### src/rtl/muldiv_unit_if.sv
// Request/response bundle for the iterative multiply/divide unit.
// The master issues start/op/operands/rd; the slave returns status and the register-file write.
interface muldiv_unit_if #(parameter int XLEN = 32);
  logic            start;
  logic [2:0]      op;
  logic [XLEN-1:0] a;
  logic [XLEN-1:0] b;
  logic [4:0]      rd;
  logic            busy;
  logic            done;
  logic [XLEN-1:0] result;
  logic            we;
  logic [4:0]      wa;
  logic [1:0]      dbg_state;

  // Handshake: start is taken on a rising clk edge only while the unit is idle or in its
  // done cycle; done is a one-cycle pulse and result/wa stay valid until the next done.
  modport master (output start, op, a, b, rd,
                  input  busy, done, result, we, wa, dbg_state);
  modport slave  (input  start, op, a, b, rd,
                  output busy, done, result, we, wa, dbg_state);
endinterface

### src/rtl/muldiv_unit.sv
// Iterative RISC-V M-extension unit: radix-2 shift-add multiply and restoring divide,
// both on magnitudes with a sign fix-up, fixed 33-cycle start-to-done latency.
module muldiv_unit #(
    parameter int XLEN = 32
) (
    input  logic         clk,
    input  logic         reset,
    muldiv_unit_if.slave bus
);
    localparam int CW = $clog2(XLEN);

    typedef enum logic [1:0] {S_IDLE = 2'd0, S_RUN = 2'd1, S_DONE = 2'd2} state_e;

    state_e          state_q;
    logic [XLEN-1:0] hi_q, lo_q, opnd_q, result_q;
    logic [CW-1:0]   cnt_q;
    logic [2:0]      op_q;
    logic [4:0]      rd_q, wa_q;
    logic            neg_lo_q, neg_r_q;
    logic            busy_q, done_q, we_q;

    logic            accept, a_signed, b_signed, a_neg, b_neg;
    logic [XLEN-1:0] a_mag, b_mag;
    logic [XLEN:0]   msum, dsh, ddiff;
    logic            ge;
    logic [XLEN-1:0] hi_nx, lo_nx, q_s, r_s, final_res;
    logic [2*XLEN-1:0] prod, prod_s;

    assign accept = bus.start && (state_q != S_RUN);

    // Mul: a signed except MULHU; b signed only for MUL/MULH. Div: signed when op[0]==0.
    always_comb begin
        a_signed = 1'b0;
        b_signed = 1'b0;
        if (bus.op[2]) begin
            a_signed = ~bus.op[0];
            b_signed = ~bus.op[0];
        end else begin
            a_signed = (bus.op[1:0] != 2'b11);
            b_signed = ~bus.op[1];
        end
    end

    assign a_neg = a_signed & bus.a[XLEN-1];
    assign b_neg = b_signed & bus.b[XLEN-1];
    assign a_mag = a_neg ? (~bus.a + 1'b1) : bus.a;
    assign b_mag = b_neg ? (~bus.b + 1'b1) : bus.b;

    // hi holds the running partial product / partial remainder, lo the multiplier / quotient.
    always_comb begin
        msum  = {1'b0, hi_q} + (lo_q[0] ? {1'b0, opnd_q} : '0);
        dsh   = {hi_q, lo_q[XLEN-1]};
        ddiff = dsh - {1'b0, opnd_q};
        ge    = ~ddiff[XLEN];
        if (op_q[2]) begin
            hi_nx = ge ? ddiff[XLEN-1:0] : dsh[XLEN-1:0];
            lo_nx = {lo_q[XLEN-2:0], ge};
        end else begin
            hi_nx = msum[XLEN:1];
            lo_nx = {msum[0], lo_q[XLEN-1:1]};
        end
    end

    always_comb begin
        prod   = {hi_nx, lo_nx};
        prod_s = neg_lo_q ? (~prod + 1'b1) : prod;
        q_s    = neg_lo_q ? (~lo_nx + 1'b1) : lo_nx;
        r_s    = neg_r_q ? (~hi_nx + 1'b1) : hi_nx;
        final_res = '0;
        case (op_q)
            3'd0:                final_res = prod_s[XLEN-1:0];
            3'd1, 3'd2, 3'd3:    final_res = prod_s[2*XLEN-1:XLEN];
            3'd4, 3'd5:          final_res = q_s;
            default:             final_res = r_s;
        endcase
    end

    always_ff @(posedge clk or negedge reset) begin
        if (!reset) begin
            state_q  <= S_IDLE;
            hi_q     <= '0;
            lo_q     <= '0;
            opnd_q   <= '0;
            result_q <= '0;
            cnt_q    <= '0;
            op_q     <= '0;
            rd_q     <= '0;
            wa_q     <= '0;
            neg_lo_q <= 1'b0;
            neg_r_q  <= 1'b0;
            busy_q   <= 1'b0;
            done_q   <= 1'b0;
            we_q     <= 1'b0;
        end else begin
            done_q <= 1'b0;
            we_q   <= 1'b0;
            if (state_q == S_RUN) begin
                hi_q  <= hi_nx;
                lo_q  <= lo_nx;
                cnt_q <= cnt_q + 1'b1;
                if (cnt_q == CW'(XLEN - 1)) begin
                    state_q  <= S_DONE;
                    busy_q   <= 1'b0;
                    done_q   <= 1'b1;
                    we_q     <= (rd_q != 5'd0);
                    result_q <= final_res;
                    wa_q     <= rd_q;
                end
            end else if (accept) begin
                state_q <= S_RUN;
                busy_q  <= 1'b1;
                cnt_q   <= '0;
                op_q    <= bus.op;
                rd_q    <= bus.rd;
                hi_q    <= '0;
                // Divide by zero keeps the quotient unnegated (all ones) and the
                // remainder sign of a, which turns |a| back into a.
                if (bus.op[2]) begin
                    lo_q     <= a_mag;
                    opnd_q   <= b_mag;
                    neg_lo_q <= (a_neg ^ b_neg) && (bus.b != '0);
                    neg_r_q  <= a_neg;
                end else begin
                    lo_q     <= b_mag;
                    opnd_q   <= a_mag;
                    neg_lo_q <= a_neg ^ b_neg;
                    neg_r_q  <= 1'b0;
                end
            end else begin
                state_q <= S_IDLE;
            end
        end
    end

    assign bus.busy      = busy_q;
    assign bus.done      = done_q;
    assign bus.we        = we_q;
    assign bus.result    = result_q;
    assign bus.wa        = wa_q;
    assign bus.dbg_state = state_q;
endmodule

### src/flat_wrapper.sv
// flat-port wrapper written by rule: the top's interface ports become plain ports
module muldiv_unit_flat 
#(
    parameter int XLEN = 32
)
  (clk, reset, bus_start, bus_op, bus_a, bus_b, bus_rd, bus_busy, bus_done, bus_result, bus_we, bus_wa, bus_dbg_state);
  muldiv_unit_if #(.XLEN(XLEN)) bus_i ();
  input  logic clk;
  input  logic reset;
  input wire logic [$bits(bus_i.start)-1:0] bus_start;
  input wire logic [$bits(bus_i.op)-1:0] bus_op;
  input wire logic [$bits(bus_i.a)-1:0] bus_a;
  input wire logic [$bits(bus_i.b)-1:0] bus_b;
  input wire logic [$bits(bus_i.rd)-1:0] bus_rd;
  output wire logic [$bits(bus_i.busy)-1:0] bus_busy;
  output wire logic [$bits(bus_i.done)-1:0] bus_done;
  output wire logic [$bits(bus_i.result)-1:0] bus_result;
  output wire logic [$bits(bus_i.we)-1:0] bus_we;
  output wire logic [$bits(bus_i.wa)-1:0] bus_wa;
  output wire logic [$bits(bus_i.dbg_state)-1:0] bus_dbg_state;
  assign bus_i.start = bus_start;
  assign bus_i.op = bus_op;
  assign bus_i.a = bus_a;
  assign bus_i.b = bus_b;
  assign bus_i.rd = bus_rd;
  assign bus_busy = bus_i.busy;
  assign bus_done = bus_i.done;
  assign bus_result = bus_i.result;
  assign bus_we = bus_i.we;
  assign bus_wa = bus_i.wa;
  assign bus_dbg_state = bus_i.dbg_state;
  muldiv_unit #(.XLEN(XLEN)) u_core (.clk(clk), .reset(reset), .bus(bus_i));
endmodule
### config.mk
export PLATFORM = sky130hd
export DESIGN_NAME = muldiv_unit_flat
export DESIGN_NICKNAME = d
export VERILOG_FILES = /design/src/rtl/muldiv_unit_if.sv /design/src/rtl/muldiv_unit.sv /design/src/flat_wrapper.sv
export SDC_FILE = /design/constraint.sdc
export NUM_CORES = 1
export LEC_CHECK = 0
export CAP_MARGIN = 10
export CORE_MARGIN = 1
export CORE_UTILIZATION = 55
export CTS_CLUSTER_DIAMETER = 120
export DETAILED_ROUTE_END_ITERATION = 12
export PLACE_DENSITY = 0.83
export RECOVER_POWER = 50
export SYNTH_ARGS = -nofsm -noshare
export SYNTH_HDL_FRONTEND = slang
export SYNTH_SLANG_ARGS = --single-unit
### constraint.sdc
create_clock -name clk -period 18.2 [get_ports clk]
set_input_delay 4.55 -clock clk [delete_from_list [all_inputs] [get_ports clk]]
set_output_delay 4.55 -clock clk [all_outputs]
set_load 0.1 [all_outputs]
==> results.json, run 1 <==
{
  "synth_cell_type_count": 108,
  "syn-cell-area_sq_um": 16500,
  "cts_tree": "done",
  "port_buffers": 116,
  "yosysMostFrequentCell": "nand2_1",
  "yosysSeqAreaShare_pct": 23.2,
  "syn2layout_area_growth_pct": 10.5,
  "ctsHtreeMaxLevel": 4,
  "path_max_fanout": 96,
  "grt_pass1_wl_um": 93700,
  "tightest_slew_ps": 5670,
  "synth-edff-count": 0,
  "drive_above_1_share_pct": 5.78,
  "async_reset_ff_share_pct": 100,
  "synthFlopType": "dfrtp_1",
  "grt.total_usage_pct": 39.3,
  "wl_per_cell_um": 22.9,
  "antenna_found_initial": 3,
  "cpMaxStageDelayCell": "clkbuf_1",
  "grt_overflow_total": 0,
  "skew_ps": 14.0,
  "period_minus_slack_ps": 11330,
  "clockRootBuffer": "clkbuf_16",
  "grt_pass1_vias": 16488,
  "pre_cts_slack_ps": 10060,
  "worst-setup-path-type": "in -> async",
  "outcome": "complete, but fails checks",
  "min_path_type": "reg -> reg",
  "crit_buf_inv": 2,
  "post_synth.cell_area_avg_sq_um": 7.45,
  "timing.final.max_slew_violations": 352,
  "ctsLongestPathBuffers": 2,
  "worstSetupEndpointType": "asynchronous set/reset pin",
  "drt-pass1-iter-count": 6,
  "violations": "capacitance limit, slew limit",
  "numCtsBuffers": 17,
  "synth_commonest_cells": "nand2_1 (244), nor2_1 (205), a21oi_1 (198), o21ai_0 (195), dfrtp_1 (153)",
  "post_cts_buffers": 0,
  "fin_crit_sh_pct": 62.3,
  "synth_fp_nets": 2360,
  "grt_start_max_net_pins": 97,
  "initial_core_util_pct": 55.8,
  "num_vias": 17858,
  "drt_iter0_drc": 2207,
  "cpLargestDelayFamily": "buffers and inverters",
  "place_hpwl_um": 45200,
  "crit_top_cell": "clkbuf_1",
  "yosysTopAreaCell": "dfrtp_1",
  "finalHoldViolations": 0,
  "insertion_delay_ps": 460,
  "postCtsHoldBufs": 0,
  "dieWidth_um": 175,
  "yosysTopAreaCellShare_pct": 23.2,
  "remaining_drc_errors": 0,
  "rsz0062_at_grt": "no",
  "clock.fmax_ghz": 0.0883,
  "setup_viol": 0,
  "synth_warnings": 0,
  "setup_slack_ps": 6870,
  "final_antenna_net_count": 0,
  "drt_wl_total_um": 60400,
  "relSlewSlack_pct": -278,
  "fin_setup_tns_ps": 0,
  "nets": 2383,
  "synthTopCellsByArea": "dfrtp_1 (23%), a21oi_1 (6.0%), o21ai_0 (5.9%)",
  "vias_per_cell": 6.77,
  "finalWeightedCongestion": 1.07,
  "cts.repair.resized": 0,
  "arrival_ps": 10820,
  "fp.coreArea_sq_um": 29600,
  "fill_cells": 2664,
  "row_count": 63,
  "die_h_um": 175,
  "max_cap_violations": 6,
  "ys_ff_latch": 153,
  "worstPathRequired_ps": 17690,
  "antenna_cells": 0,
  "slowest_delay_ps": 3880,
  "cts.sinks": 153,
  "boundaryPins": 117,
  "crit_path_cell_trace": "clkbuf_1 > clkbuf_1",
  "clk_pin_slew_worst_paths_ps": 70,
  "netlist_instances": 2213,
  "critPathLaunchType": "input pin",
  "dieArea_sq_um": 30700
}
## tightest hold or removal path, delay by kind of cell (launching register included)
kind	cells	cell delay (ps)
flip-flops	1	350
AND/OR/NAND/NOR	2	100
## layout make-up
cell class,count,area [sq um],area share [%]
Inverter,76,290,1.59
Clock inverter,14,150,0.824
Timing Repair Buffer,141,1320,7.23
Sequential cell,153,3830,21.0
Clock buffer,18,429,2.36
Tap cell,390,488,2.68
Multi-Input combinational cell,1847,11700,64.3
## per-layer routing
metal | share of wire, % | vias to the layer above | GRT usage, %
met5 | 0.11 | - | 0.801
met3 | 11 | 205 | 9.70
met4 | 5.3 | 8 | 19.2
met2 | 44 | 1052 | 60.6
met1 | 40 | 8426 | 51.1
li1 | - | 8167 | -
## sequential cells by signal, summed over array words and instances (netlist names), 2 cells and up
signal / count
u_core.bus.dbg_state: 2
u_core.bus.result: 32
u_core.bus.wa: 5
u_core.cnt_q: 5
u_core.hi_q: 32
u_core.lo_q: 32
u_core.op_q: 3
u_core.opnd_q: 32
u_core.rd_q: 5
## final timing paths
path                                          from                    end  slack (ps)  cells past startpoint
min reg2reg                       u_core.bus.wa[1]       u_core.bus.wa[1]         480                      2
min                               u_core.bus.wa[1]       u_core.bus.wa[1]         480                      2
max reg2reg                u_core.bus.dbg_state[0]  u_core.bus.result[17]       10930                     11
max                                          reset         u_core.op_q[2]        6870                      2
max in group clk                         bus_start         u_core.lo_q[8]        9620                      6
min in group asynchronous                    reset        u_core.bus.done        6170                      1
## kinds of logic after synthesis
group / count (synthesis) / share of synthesized area [%]
muxes: 54 / 3.40
buffers and inverters: 213 / 5.81
DFF: 153 / 23.2
AOI/OAI and AO/OA: 763 / 30.4
xor gates and xnor gates: 151 / 8.02
adders and majority gates: 72 / 5.56
and+or+nand+nor: 807 / 23.6
## metrics by stage
stage	utilization [%]	cell area [sq um]	hold slack [ps]	std cells
finish	61.6	18200	479	2639
global route	61.6	18200	496	2639
CTS	61.7	18200	481	2639
detailed placement	59.8	17700	456	2607
global placement	59.8	17700	459	2607
floorplan	-	16500	456	2213
## placed cells by master, fill, tap and decap left out, types with 38 or more instances in the layout
cell type	n
and2_1	45
xor2_1	67
mux2i_1	38
ha_1	70
nand2_1	244
xnor2_1	84
a21oi_1	198
o21ai_0	195
dfrtp_1	152
nor2_1	205
nor3_1	64
inv_1	73
a211oi_1	51
nand3_1	68
clkdlybuf4s50_1	113
Power of run 1 is not shown: default switching activity piles up to over one toggle a cycle in this logic, so the estimate is an artifact.
==> run 2, diff against run 1 <==
--- a/config.mk
+++ b/config.mk
@@ -10,7 +10,7 @@
 export CORE_UTILIZATION = 55
 export CTS_CLUSTER_DIAMETER = 120
 export DETAILED_ROUTE_END_ITERATION = 12
-export PLACE_DENSITY = 0.83
+export PLACE_DENSITY = 0.86
 export RECOVER_POWER = 50
 export SYNTH_ARGS = -nofsm -noshare
 export SYNTH_HDL_FRONTEND = slang
==> constraint.sdc (replaced) <==
create_clock -name clk -period 9.3 [get_ports clk]
set_input_delay 2.325 -clock clk [delete_from_list [all_inputs] [get_ports clk]]
set_output_delay 2.325 -clock clk [all_outputs]
set_load 0.1 [all_outputs]
==> run 2 against run 1 <==
  * The run still ends with capacitance limit, slew limit left
  * Sequential cell count stayed put
  * Final area hardly changed
  * Clock skew is 5.5 ps higher
  * Cell count hardly changed
  * Non-clock buffer count is 2 higher
  * Largest cell class unchanged
==> results.json, run 2 (synthesized netlist as in run 1, its figures left out) <==
{
  "outcome": "complete, but fails checks",
  "violations": "capacitance limit, slew limit",
  "fin_setup_tns_ps": 0,
  "ctsHtreeMaxLevel": 4,
  "drt_wl_total_um": 62900,
  "rsz0062_at_grt": "no",
  "remaining_drc_errors": 0,
  "final_cell_mix": "nand2_1 (244), nor2_1 (205), a21oi_1 (198)",
  "slowest_delay_ps": 2410,
  "period_minus_slack_ps": 7330,
  "vias_per_cell": 6.72,
  "crit_path_cell_trace": "nor2b_1 > clkbuf_1 > nand2_1 > clkbuf_1 > clkinv_1 > clkbuf_1 > nand2_1 > a21oi_1 > o311ai_0 > a211o_1 > o221a_2",
  "finalWeightedCongestion": 0.993,
  "dieArea_sq_um": 30700,
  "fin_crit_sh_pct": 78.8,
  "skew_ps": 19.5,
  "tightest_slew_ps": 3440,
  "insertion_delay_ps": 460,
  "clockRootBuffer": "clkbuf_16",
  "boundaryPins": 117,
  "whs_path_depth": 2,
  "drive_above_1_share_pct": 5.91,
  "layout_commonest_cell": "nand2_1",
  "num_vias": 17748,
  "ctsLongestPathBuffers": 2,
  "antenna_cells": 0,
  "finalHoldViolations": 0,
  "drt_iter0_drc": 2109,
  "cts.sinks": 153,
  "timing.final.max_slew_violations": 289,
  "cts_tree": "done",
  "die_h_um": 175,
  "max_cap_violations": 6,
  "critPathLaunchType": "register",
  "arrival_ps": 7670,
  "utilization_pct": 61.7,
  "path_max_fanout": 70,
  "wl_per_cell_um": 23.8,
  "syn2layout_area_growth_pct": 10.6,
  "row_count": 63,
  "setup_viol": 0,
  "numCtsBuffers": 17,
  "dieWidth_um": 175,
  "worstPathRequired_ps": 9640,
  "r2r-end": "u_core.bus.result[17]",
  "worst-setup-path-type": "reg -> reg",
  "final_antenna_net_count": 0,
  "r2r_setup_slack_ps": 1970,
  "grt.total_usage_pct": 41.2,
  "clk_pin_slew_worst_paths_ps": 80,
  "drt-pass1-iter-count": 6,
  "port_buffers": 116,
  "initial_core_util_pct": 55.8,
  "crit_top_cell": "clkbuf_1",
  "cpMaxStageDelayCell": "clkbuf_1",
  "antenna_found_initial": 0,
  "min_to": "u_core.bus.wa[1]",
  "fill_cells": 2791,
  "grt_start_max_net_pins": 76,
  "place_hpwl_um": 47900,
  "reg2reg_depth": 11,
  "r2r-start": "u_core.bus.dbg_state[0]",
  "min_path_type": "reg -> reg",
  "clock.fmax_ghz": 0.136,
  "hold_start": "u_core.bus.wa[1]",
  "nets": 2385,
  "fp.coreArea_sq_um": 29600,
  "grt_overflow_total": 0,
  "post_cts_buffers": 0,
  "cts.repair.resized": 0,
  "grt_pass1_wl_um": 96800,
  "postCtsHoldBufs": 0,
  "worstSetupEndpointType": "register",
  "relSlewSlack_pct": -129,
  "grt_pass1_vias": 16593
}
run 2: cell count changes in the layout (fill, tap and decap cells not counted), sizes merged:
cell / change
inv: -5
clkinv: +4
buf: +3
bufinv: +1
clkbuf: -1
clkinvlp: -1
run 2: worst max path at each step:
| stage | from | to | slack [ps] | cells after the start |
|---|---|---|---|---|
| 2_1_floorplan | u_core.op_q[2] | u_core.bus.result[28] | 3530 | 22 |
| 3_3_place_gp | bus_a[2] | u_core.lo_q[29] | 3480 | 12 |
| 3_5_place_dp | u_core.lo_q[31] | u_core.bus.result[28] | 3430 | 21 |
| 4_1_cts | u_core.lo_q[31] | u_core.bus.result[20] | 3390 | 21 |
| 5_1_grt | u_core.bus.dbg_state[0] | u_core.bus.result[17] | 1530 | 11 |
| 6_report | u_core.bus.dbg_state[0] | u_core.bus.result[17] | 1970 | 11 |
run 2: metrics by stage:
stage,instance area [sq um],cells,setup slack [ps],hold WS [ps]
2_1_floorplan,16500,2213,3530,456
3_3_place_gp,17700,2609,3480,459
3_5_place_dp,17700,2609,3430,460
4_1_cts,18300,2640,3390,479
5_1_grt,18200,2640,1530,502
6_report,18200,2640,1970,481
run 2: final cells by class:
class                   instances  area, sq um  area share (%)
clock buffers                  18          439            2.41
repair buffers                143         1340            7.33
flip-flops and latches        153         3830            21.0
multi-input cells            1847        11700            64.2
clock inverters                13          139           0.762
inverters                      76          290            1.59
well taps                     390          488            2.68
run 2: metal layers:
layer  vias up  track usage (%)  wire length (um)
li1       8172                -                 -
met1      8379             56.5             26000
met2      1016             60.3             26600
met3       181             7.92              6390
met4         0             23.9              3980
met5         -                0                 0
run 2: worst max-delay path, delay by kind of cell, from the launching register on:
family / cells / cell delay, ps
flip-flops: 1 / 410
AND/OR/NAND/NOR: 3 / 940
AO/OA/AOI/OAI: 4 / 870
buffers and inverters: 4 / 4910
Power of run 2 is left out for the same reason.
